==> config.mk <==
export PLATFORM = sky130hd
export DESIGN_NAME = jpc_ifetch_pq
export DESIGN_NICKNAME = d
export VERILOG_FILES = /design/src/rtl/jpc_ifetch_pq.sv
export SDC_FILE = /design/constraint.sdc
export NUM_CORES = 1
export LEC_CHECK = 0
export BUFFER_PORTS_ARGS = -buffer_cell sky130_fd_sc_hd__buf_2
export CAP_MARGIN = 0
export CORE_MARGIN = 4
export CORE_UTILIZATION = 34
export DETAILED_ROUTE_END_ITERATION = 12
export SLEW_MARGIN = 20
export SYNTH_ARGS = -nofsm -noshare
export SYNTH_HDL_FRONTEND = slang
export SYNTH_SLANG_ARGS = --single-unit
==> constraint.sdc <==
create_clock -name clk -period 5.1 [get_ports clk]
set_input_delay 1.275 -clock clk [delete_from_list [all_inputs] [get_ports clk]]
set_output_delay 1.275 -clock clk [all_outputs]
set_load 0.05 [all_outputs]
==> src/rtl/jpc_ifetch_pq.sv <==
// Prefetching instruction fetch unit: streams sequential fetches with up to MAX_OUT
// requests in flight, buffers PC-tagged words in a prefetch FIFO, flushes on redirect.
`ifndef JPC_ADDRESS_WIDTH
`define JPC_ADDRESS_WIDTH 32
`endif
`ifndef JPC_INSTRUCTION_WIDTH
`define JPC_INSTRUCTION_WIDTH 32
`endif

// state | meaning
// IDLE  | out of reset, waiting for the first PC
// FETCH | streaming sequential fetches; a further PC is a redirect
module jpc_ifetch_pq #(
  parameter int ADDR_W  = `JPC_ADDRESS_WIDTH,
  parameter int INSTR_W = `JPC_INSTRUCTION_WIDTH,
  parameter int DEPTH   = 4,
  parameter int MAX_OUT = 2,
  parameter int STEP    = 4
) (
  input  logic                       clk,
  input  logic                       rst_n,
  input  logic [ADDR_W-1:0]          pc_I,
  input  logic                       pc_valid_I,
  output logic                       pc_ready_O,
  output logic [INSTR_W-1:0]         instr_O,
  output logic [ADDR_W-1:0]          instr_pc_O,
  output logic                       instr_valid_O,
  input  logic                       instr_ready_I,
  output logic [ADDR_W-1:0]          mem_addr_O,
  output logic                       mem_addr_valid_O,
  input  logic                       mem_addr_ready_I,
  input  logic [INSTR_W-1:0]         mem_data_I,
  input  logic                       mem_data_valid_I,
  output logic                       mem_data_ready_O,
  output logic [$clog2(DEPTH):0]     count_O
);

  localparam int PW = $clog2(DEPTH);
  localparam int CW = PW + 1;
  localparam logic [ADDR_W-1:0] STEP_V = ADDR_W'(STEP);

  typedef enum logic {IDLE, FETCH} state_t;

  state_t              state, state_nx;
  logic                ready_q;
  logic [ADDR_W-1:0]   fetch_pc, resp_pc, new_pc;
  logic [CW-1:0]       count, outstanding, drop, live, out_nx;
  logic [CW:0]         credit;
  logic [PW-1:0]       wr_ptr, rd_ptr;
  logic [INSTR_W-1:0]  fifo_instr [DEPTH];
  logic [ADDR_W-1:0]   fifo_pc    [DEPTH];
  logic [INSTR_W-1:0]  last_instr;
  logic [ADDR_W-1:0]   last_pc;
  logic                pc_hs, addr_hs, data_hs, push, pop;

  always_ff @(posedge clk or negedge rst_n) begin
    if (!rst_n) state <= IDLE;
    else        state <= state_nx;
  end

  always_comb begin
    state_nx = state;
    if (state == IDLE && pc_hs) state_nx = FETCH;
  end

  // Credit counts live in-flight words so every accepted response has a FIFO slot.
  always_comb begin
    live             = outstanding - drop;
    credit           = {1'b0, count} + {1'b0, live};
    mem_addr_valid_O = 1'b0;
    if (state == FETCH)
      mem_addr_valid_O = (outstanding < CW'(MAX_OUT)) && (credit < (CW+1)'(DEPTH));
  end

  assign pc_ready_O       = ready_q;
  assign mem_data_ready_O = ready_q;
  assign mem_addr_O       = fetch_pc;
  assign count_O          = count;
  assign instr_valid_O    = (count != '0);
  assign instr_O          = instr_valid_O ? fifo_instr[rd_ptr] : last_instr;
  assign instr_pc_O       = instr_valid_O ? fifo_pc[rd_ptr]    : last_pc;

  assign new_pc  = {pc_I[ADDR_W-1:2], 2'b00};
  assign pc_hs   = pc_valid_I & ready_q;
  assign addr_hs = mem_addr_valid_O & mem_addr_ready_I;
  assign data_hs = mem_data_valid_I & ready_q & (outstanding != '0);
  assign pop     = instr_valid_O & instr_ready_I;
  assign push    = data_hs & ~pc_hs & (drop == '0);
  assign out_nx  = outstanding + CW'(addr_hs) - CW'(data_hs);

  always_ff @(posedge clk or negedge rst_n) begin
    if (!rst_n) begin
      ready_q     <= 1'b0;
      fetch_pc    <= '0;
      resp_pc     <= '0;
      count       <= '0;
      outstanding <= '0;
      drop        <= '0;
      wr_ptr      <= '0;
      rd_ptr      <= '0;
      last_instr  <= '0;
      last_pc     <= '0;
    end else begin
      ready_q     <= 1'b1;
      outstanding <= out_nx;
      last_instr  <= instr_O;
      last_pc     <= instr_pc_O;
      if (pc_hs) begin
        // Everything still in flight after this edge belongs to the old stream.
        fetch_pc <= new_pc;
        resp_pc  <= new_pc;
        drop     <= out_nx;
        count    <= '0;
        wr_ptr   <= '0;
        rd_ptr   <= '0;
      end else begin
        if (addr_hs) fetch_pc <= fetch_pc + STEP_V;
        if (data_hs && drop != '0) drop <= drop - CW'(1);
        if (push) begin
          wr_ptr  <= wr_ptr + PW'(1);
          resp_pc <= resp_pc + STEP_V;
        end
        if (pop) rd_ptr <= rd_ptr + PW'(1);
        count <= count + CW'(push) - CW'(pop);
      end
    end
  end

  always_ff @(posedge clk) begin
    if (push) begin
      fifo_instr[wr_ptr] <= mem_data_I;
      fifo_pc[wr_ptr]    <= resp_pc;
    end
  end

endmodule

==> results of run 1 <==
==> routing by layer <==
| layer | global-route usage, % | vias up | share of wire [%] | wire (um) |
|---|---|---|---|---|
| met4 | 3.62 | 2 | 1.8 | 672 |
| met5 | 0 | - | 0.054 | 20 |
| met2 | 23.3 | 276 | 47 | 17100 |
| met1 | 20.3 | 4896 | 45 | 16700 |
| li1 | - | 4549 | - | - |
| met3 | 3.77 | 45 | 6.2 | 2280 |
==> worst min path at each step <==
stage	startpoint	end	slack, ns	cells after the start
final	last_pc[2]$_DFF_PN0_	last_pc[2]$_DFF_PN0_	0.46	2
after global placement	last_instr[5]$_DFF_PN0_	last_instr[5]$_DFF_PN0_	0.44	2
after detailed placement	last_instr[26]$_DFF_PN0_	last_instr[26]$_DFF_PN0_	0.45	2
after floorplan	resp_pc[23]$_DFFE_PN0P_	fifo_pc[0][23]$_DFFE_PP_	0.47	0
after CTS	last_instr[11]$_DFF_PN0_	last_instr[11]$_DFF_PN0_	0.46	2
after global routing	last_instr[11]$_DFF_PN0_	last_instr[11]$_DFF_PN0_	0.48	2
==> Yosys cell counts (3+ instances only) <==
| library cell | number |
|---|---|
| sky130_fd_sc_hd__a31oi_1 | 23 |
| sky130_fd_sc_hd__mux4_2 | 62 |
| sky130_fd_sc_hd__o41a_1 | 4 |
| sky130_fd_sc_hd__dfrtp_1 | 139 |
| sky130_fd_sc_hd__xor2_1 | 6 |
| sky130_fd_sc_hd__o31a_1 | 3 |
| sky130_fd_sc_hd__ha_1 | 16 |
| sky130_fd_sc_hd__or4_1 | 14 |
| sky130_fd_sc_hd__and4_1 | 6 |
| sky130_fd_sc_hd__and3_1 | 16 |
| sky130_fd_sc_hd__buf_2 | 10 |
| sky130_fd_sc_hd__nor2_1 | 64 |
| sky130_fd_sc_hd__nor4_1 | 18 |
| sky130_fd_sc_hd__nand2_1 | 226 |
| sky130_fd_sc_hd__buf_1 | 3 |
| sky130_fd_sc_hd__and2_1 | 14 |
| sky130_fd_sc_hd__o31ai_1 | 10 |
| sky130_fd_sc_hd__nand3_1 | 26 |
| sky130_fd_sc_hd__a211oi_1 | 9 |
| sky130_fd_sc_hd__nand4_1 | 17 |
| sky130_fd_sc_hd__o21ai_0 | 17 |
| sky130_fd_sc_hd__a21oi_1 | 15 |
| sky130_fd_sc_hd__inv_1 | 21 |
| sky130_fd_sc_hd__nand2b_1 | 3 |
| sky130_fd_sc_hd__edfxtp_1 | 248 |
| sky130_fd_sc_hd__clkbuf_1 | 50 |
| sky130_fd_sc_hd__or3_1 | 18 |
| sky130_fd_sc_hd__o221a_2 | 6 |
| sky130_fd_sc_hd__fa_1 | 3 |
| sky130_fd_sc_hd__a311oi_1 | 9 |
| sky130_fd_sc_hd__xnor2_1 | 12 |
| sky130_fd_sc_hd__nor3_1 | 13 |
| sky130_fd_sc_hd__o41ai_1 | 6 |
| sky130_fd_sc_hd__buf_4 | 3 |
==> critical path: stages, from the launching register on <==
cell,delay [ns]
sky130_fd_sc_hd__dfrtp_1,0.41
sky130_fd_sc_hd__inv_1,0.07
sky130_fd_sc_hd__ha_1,0.14
sky130_fd_sc_hd__inv_1,0.05
sky130_fd_sc_hd__fa_1,0.37
sky130_fd_sc_hd__xnor2_1,0.20
sky130_fd_sc_hd__xnor2_1,0.16
sky130_fd_sc_hd__ha_1,0.26
sky130_fd_sc_hd__nand4bb_4,0.23
sky130_fd_sc_hd__nor3_1,0.19
sky130_fd_sc_hd__buf_2,0.29
==> kinds of logic after synthesis <==
group / Yosys count / share of synthesized area, %
other: 2 / 0.0470
buffers and inverters: 90 / 2.36
multiplexers: 64 / 8.87
adder cells (fa/ha/maj): 19 / 1.63
AO/OA/AOI/OAI: 107 / 4.79
AND/OR/NAND/NOR: 442 / 12.9
flip-flops: 387 / 68.4
XOR/XNOR: 18 / 0.987
==> registers in the layout, summed over array words and instances, names as in the netlist <==
name              flops
state                 1
last_pc              32
resp_pc              30
fifo_pc             120
drop                  3
mem_data_ready_O      1
outstanding           3
mem_addr_O           30
fifo_instr          128
rd_ptr                2
wr_ptr                2
last_instr           32
count_O               3
==> final cells by class <==
type / instances / share of cell area (%)
Sequential cell: 387 / 57.9
Multi-Input combinational cell: 653 / 24.8
Clock buffer: 56 / 6.23
Timing Repair Buffer: 182 / 5.44
Tap cell: 607 / 4.02
Clock inverter: 23 / 1.16
Inverter: 22 / 0.437
==> where the power goes <==
part           leakage, nW  internal (mW)  switching [mW]  total, mW
registers             3.85           3.80           0.321       4.13
logic                 2.59           1.25            3.24       4.49
clock network        0.683           1.83            1.22       3.05
total                 7.12           6.89            4.78       11.7
==> through the flow <==
stage,instance area [um2],worst slack (ns)
finish,18900,0.911
global placement,17500,1.19
CTS,18900,0.849
floorplan,16000,0.990
detailed placement,17500,1.13
global route,18900,0.674
==> flow_summary.json, run 1 <==
{
  "outcome": "finished clean",
  "area_overhead_vs_synth_pct": 18.3,
  "post-place-cells": 1851,
  "num_antenna_cells": 0,
  "floorplan.die.height_um": 225,
  "finalPower_mw": 11.7,
  "dominantRegCellSynth": "sky130_fd_sc_hd__edfxtp_1",
  "fmax_mhz": 239,
  "floorplan.rows": 79,
  "worst-path-max-fanout": 6,
  "tritoncts_clock_tree": "done",
  "wl_um": 36800,
  "layout.cells.non_filler": 1930,
  "die_area_um2": 50500,
  "cts.clk_slew.worst_paths_ns": 0.06,
  "kind_of_start_point_of_the_critical_path": "register",
  "finalHoldViolCount": 0,
  "final.period_utilization_pct": 82.1,
  "syn-mean-instance-area_um2": 14.1,
  "track_usage_pct": 14.6,
  "maximum_clock_path_buffer_count": 3,
  "synth_area_um2": 16000,
  "via_count_of_the_first_global_routing_pass": 10000,
  "required_ns": 3.83,
  "routed-via-count": 9768,
  "drt_first_pass_iters": 5,
  "synth_seq_area_share_pct": 68.4,
  "post_cts_resize_count": 0,
  "ys_async_sr_fraction_pct": 35.9,
  "grt_antenna_before_repair": 1,
  "path_class": "reg2out",
  "critical_path.endpoint_type": "output pin",
  "drt-initial-drc-count": 502,
  "yosys-top-cells-area": "sky130_fd_sc_hd__edfxtp_1 (47%), sky130_fd_sc_hd__dfrtp_1 (22%), sky130_fd_sc_hd__mux4_2 (8.7%)",
  "final_core_utilization_pct": 40.7,
  "cts_post_setup_buffers_inserted": 0,
  "initial_utilization_pct": 34.4,
  "ir_worst_vdd_mv": 0.469,
  "global_route.overflow_total": 0,
  "cts-buffers-inserted": 43,
  "ant_nets": 0,
  "synth_area_leader_cell": "sky130_fd_sc_hd__edfxtp_1",
  "finalMaxSlewViolations": 0,
  "fin_worst_hold_slack_ns": 0.461,
  "post-synth-top-area-fraction_pct": 46.6,
  "worst_r2r_path_depth": 15,
  "ff2ff_setup_slack_ns": 1.12,
  "portBuffers": 168,
  "maximum_number_of_pins_on_one_net_before_global_route_repair": 103,
  "chipWidth_um": 225,
  "power_leakage_nw": 7.12,
  "avgViaCountPerCell": 5.06,
  "slew_at_the_pin_closest_to_its_max_slew_limit_ns": 1.03,
  "timing.max_slew.rel_slack_pct": 31.6,
  "crit_start": "outstanding[0]$_DFF_PN0_",
  "yosys_warnings": 0,
  "core-area_um2": 46500,
  "time_the_final_worst_path_needs_with_i_o_delays_and_setup_ns": 4.19,
  "setup_violations": 0,
  "drc": 0,
  "hp-class": "reg2reg",
  "max_cap_violations": 0,
  "number_of_hold_repair_buffers_added_at_the_cts_stage": 0,
  "ctsHtreeMaxLevel": 2,
  "worstSkewPairLatency_ns": 0.56,
  "reg2reg_to": "drop[1]$_DFFE_PN0P_",
  "dp_hpwl_um": 22900,
  "reg2reg_from": "outstanding[0]$_DFF_PN0_",
  "most_common_cell_after_layout_fill_and_taps_aside": "sky130_fd_sc_hd__edfxtp_1",
  "post_route_cells_drive_above_1_share_pct": 24.6,
  "synth_cells": 1129,
  "mostFrequentLayoutCells": "sky130_fd_sc_hd__edfxtp_1 (248), sky130_fd_sc_hd__nand2_1 (225), sky130_fd_sc_hd__buf_2 (167)",
  "number_of_synthesized_flops_with_an_enable_pin": 248,
  "power_per_cell_area_nw_per_um2": 618,
  "crit_path_end": "mem_addr_valid_O",
  "clock_skew_ns": 0.0223,
  "multi_input_comb_area_um2": 4690,
  "clock_sinks": 387,
  "root_buffer": "sky130_fd_sc_hd__clkbuf_16",
  "first_pass_grt_wire_length_um": 58100,
  "final-seq-area_um2": 10900,
  "rsz_0062_raised_after_global_routing": "false",
  "final_net_count": 1378,
  "timing.setup.tns_ns": 0,
  "crit_path_arrival_time_ns": 2.91,
  "postSynthRegisterBits": 387,
  "synth_cell_types": 50,
  "boundaryPins": 173,
  "wl_per_cell_um": 19.1,
  "place_congestion": 0.812,
  "n_fill_cell": 4373
}
(Power assumes the default switching activity.)
==> run 2: changes to the inputs <==
- ABC_AREA: unset -> 1
- clock period: 5.1 -> 4.3 ns (I/O delays scaled with it)
==> run 2 against run 1 <==
Against the previous run: utilization grew 0.25 points; sequential cell count is the same; critical path depth shrank 4; hold slack gained 0.015 ns; register-to-register slack lost 0.41 ns; critical endpoint is now instr_O[10]; worst setup slack lost 0.61 ns; clock power grew 17%; combinational power grew 49%; synthesized cell count grew 52%; area after synthesis grew 6.4%.
==> flow_summary.json, run 2 <==
{
  "outcome": "finished clean",
  "hp-class": "reg2reg",
  "place_congestion": 0.840,
  "synth_seq_area_share_pct": 64.3,
  "first_pass_grt_wire_length_um": 68400,
  "maximum_number_of_pins_on_one_net_before_global_route_repair": 65,
  "die_area_um2": 53600,
  "crit_start": "rd_ptr[1]$_DFFE_PN0P_",
  "post_cts_resize_count": 0,
  "floorplan.die.height_um": 232,
  "boundaryPins": 173,
  "synth_xor_xnor_area_share_pct": 0.412,
  "mostFrequentLayoutCells": "sky130_fd_sc_hd__nor2_1 (465), sky130_fd_sc_hd__nand2_1 (252), sky130_fd_sc_hd__edfxtp_1 (248)",
  "slew_at_the_pin_closest_to_its_max_slew_limit_ns": 0.756,
  "cts-buffers-inserted": 43,
  "ff2ff_setup_slack_ns": 0.71,
  "setup_violations": 0,
  "worst-path-max-fanout": 35,
  "synth_adder_area_share_pct": 1.53,
  "fmax_mhz": 250,
  "power_leakage_nw": 7.93,
  "post_synth_and_or_nand_nor_area_fraction_pct": 20.7,
  "yosys_warnings": 0,
  "drt-initial-drc-count": 994,
  "ys_async_sr_fraction_pct": 35.9,
  "postSynthRegisterBits": 387,
  "muxShareOfSynthArea_pct": 0,
  "finalPower_mw": 15.7,
  "dpl-instance-area_um2": 18700,
  "final.period_utilization_pct": 93.1,
  "dominantRegCellSynth": "sky130_fd_sc_hd__edfxtp_1",
  "clock_sinks": 387,
  "largest_regs": "fifo_instr x128, fifo_pc x120",
  "routed-via-count": 12500,
  "number_of_synthesized_flops_with_an_enable_pin": 248,
  "required_ns": 3.22,
  "syn-mean-instance-area_um2": 9.88,
  "worst_r2r_path_depth": 18,
  "worstSkewPairLatency_ns": 0.55,
  "ant_nets": 0,
  "rsz_0062_raised_after_global_routing": "false",
  "crit_path_cell_trace": "clkinv_2 > buf_12 > nor2_1 > o21ai_0 > a31oi_1 > buf_2",
  "crit_path_arrival_time_ns": 2.93,
  "layout.cells.non_filler": 2582,
  "floorplan.rows": 81,
  "maximum_clock_path_buffer_count": 3,
  "area_overhead_vs_synth_pct": 18.3,
  "drc": 0,
  "post-place-cells": 2502,
  "number_of_hold_repair_buffers_added_at_the_cts_stage": 0,
  "ctsHtreeMaxLevel": 2,
  "kind_of_start_point_of_the_critical_path": "register",
  "finalMaxSlewViolations": 0,
  "wl_um": 44000,
  "ir_worst_vdd_mv": 0.447,
  "combinational_family_with_the_most_area_after_synthesis": "simple AND/OR/NAND/NOR gates",
  "finalHoldViolCount": 0,
  "post-synth-top-area-fraction_pct": 43.8,
  "root_buffer": "sky130_fd_sc_hd__clkbuf_16",
  "most_common_cell_after_layout_fill_and_taps_aside": "sky130_fd_sc_hd__nor2_1",
  "timing.max_slew.rel_slack_pct": 49.4,
  "critical_path.endpoint_type": "output pin",
  "netlist_top_cells_count": "sky130_fd_sc_hd__nor2_1 (469), sky130_fd_sc_hd__nand2_1 (252), sky130_fd_sc_hd__edfxtp_1 (248)",
  "max_flop_register": "fifo_instr",
  "instance_count_along_the_most_critical_hold_path": 1,
  "max_cap_violations": 0,
  "cts_post_setup_buffers_inserted": 0,
  "path_class": "reg2out",
  "dp_hpwl_um": 28500,
  "reg2reg_from": "outstanding[0]$_DFF_PN0_",
  "largest_reg_flops": 128,
  "track_usage_pct": 16.2,
  "tritoncts_clock_tree": "done",
  "yosys-top-cells-area": "sky130_fd_sc_hd__edfxtp_1 (44%), sky130_fd_sc_hd__dfrtp_1 (20%), sky130_fd_sc_hd__nor2_1 (10%)",
  "core-area_um2": 49200,
  "synth_cell_types": 37,
  "avgViaCountPerCell": 4.85,
  "worst_path_largest_cell_delay_ns": 0.59,
  "wl_per_cell_um": 17.1,
  "final_net_count": 1972,
  "grt_antenna_before_repair": 1,
  "reg2reg_to": "drop[2]$_DFFE_PN0P_",
  "worst_path_max_delay_cell": "sky130_fd_sc_hd__dfrtp_2",
  "cts.clk_slew.worst_paths_ns": 0.06,
  "crit_path_end": "instr_O[10]",
  "via_count_of_the_first_global_routing_pass": 12300,
  "initial_utilization_pct": 34.6,
  "most_frequent_cell_after_synthesis": "sky130_fd_sc_hd__nor2_1",
  "design_area_final_um2": 20100,
  "synth_compound_area_share_pct": 8.86,
  "power_per_cell_area_nw_per_um2": 782,
  "post_route_cells_drive_above_1_share_pct": 17.1,
  "synth_area_um2": 17000,
  "synth_area_leader_cell": "sky130_fd_sc_hd__edfxtp_1",
  "global_route.overflow_total": 0,
  "chipWidth_um": 232,
  "time_the_final_worst_path_needs_with_i_o_delays_and_setup_ns": 4.00,
  "clock_skew_ns": 0.0143,
  "synth_cells": 1721,
  "drt_first_pass_iters": 5,
  "portBuffers": 168
}
==> run 2: cell count changes after synthesis, moves of 16 or more <==
cell,previous run,this run
sky130_fd_sc_hd__o21ai_0,17,145
sky130_fd_sc_hd__a31oi_1,23,75
sky130_fd_sc_hd__nor2_2,0,18
sky130_fd_sc_hd__nand3_1,26,78
sky130_fd_sc_hd__buf_2,10,26
sky130_fd_sc_hd__nor2_1,64,469
sky130_fd_sc_hd__or3_1,18,0
sky130_fd_sc_hd__a21oi_1,15,41
sky130_fd_sc_hd__mux4_2,62,0
sky130_fd_sc_hd__clkbuf_1,50,30
sky130_fd_sc_hd__nand2_1,226,252
sky130_fd_sc_hd__and3_1,16,0
sky130_fd_sc_hd__inv_1,21,86
sky130_fd_sc_hd__nor4_1,18,1
==> run 2: kinds of logic after synthesis <==
| group | count (synthesis) |
|---|---|
| simple gates | 861 |
| flops | 387 |
| compound gates | 274 |
| buf+inv | 170 |
| fa+ha+maj | 19 |
| xor+xnor | 8 |
| other cells | 2 |
==> run 2: power by group <==
group          switching [mW]  internal (mW)  total (mW)
clock                    1.50           2.07        3.58
sequential              0.691           4.74        5.43
combinational            5.10           1.61        6.71
total                    7.30           8.42        15.7
==> run 2: worst min path at each step <==
stage                      startpoint           endpoint
global placement    state$_DFFE_PN0P_  state$_DFFE_PN0P_
detailed placement  state$_DFFE_PN0P_  state$_DFFE_PN0P_
CTS                 state$_DFFE_PN0P_  state$_DFFE_PN0P_
finish              state$_DFFE_PN0P_  state$_DFFE_PN0P_
floorplan           state$_DFFE_PN0P_  state$_DFFE_PN0P_
global route        state$_DFFE_PN0P_  state$_DFFE_PN0P_
==> run 2: worst max-delay path: cells and delay by family (launching register included) <==
| family | cells | cell delay, ns |
|---|---|---|
| DFF | 1 | 0.59 |
| and+or+nand+nor | 1 | 0.11 |
| buffers and inverters | 3 | 1.29 |
| AOI/OAI and AO/OA | 2 | 0.37 |
==> run 2: stage by stage <==
step	setup WS [ns]	setup TNS, ns	utilization, %	hold WS [ns]
finish	0.298	0	40.9	0.476
global placement	0.817	0	38.1	0.462
floorplan	-0.490	-121.51	-	0.440
global route	0.0509	0	40.9	0.502
detailed placement	0.668	0	38.1	0.456
CTS	0.241	0	40.9	0.471
==> run 2: area by class of cell <==
cell class | instances | area [um2]
Fill cell | 4813 | 29000
Inverter | 92 | 349
Antenna cell | 1 | 2.50
Tap cell | 664 | 831
Multi-Input combinational cell | 1165 | 5400
Sequential cell | 387 | 10900
Clock buffer | 56 | 1220
Timing Repair Buffer | 194 | 1200
Clock inverter | 23 | 173
==> run 2: layer usage <==
metal / vias to the layer above / GRT usage (%) / wire, um
met5: - / 0 / 0
met2: 356 / 26.0 / 20000
li1: 6111 / - / -
met4: 0 / 4.56 / 1210
met1: 6003 / 22.4 / 20000
met3: 65 / 3.22 / 2880
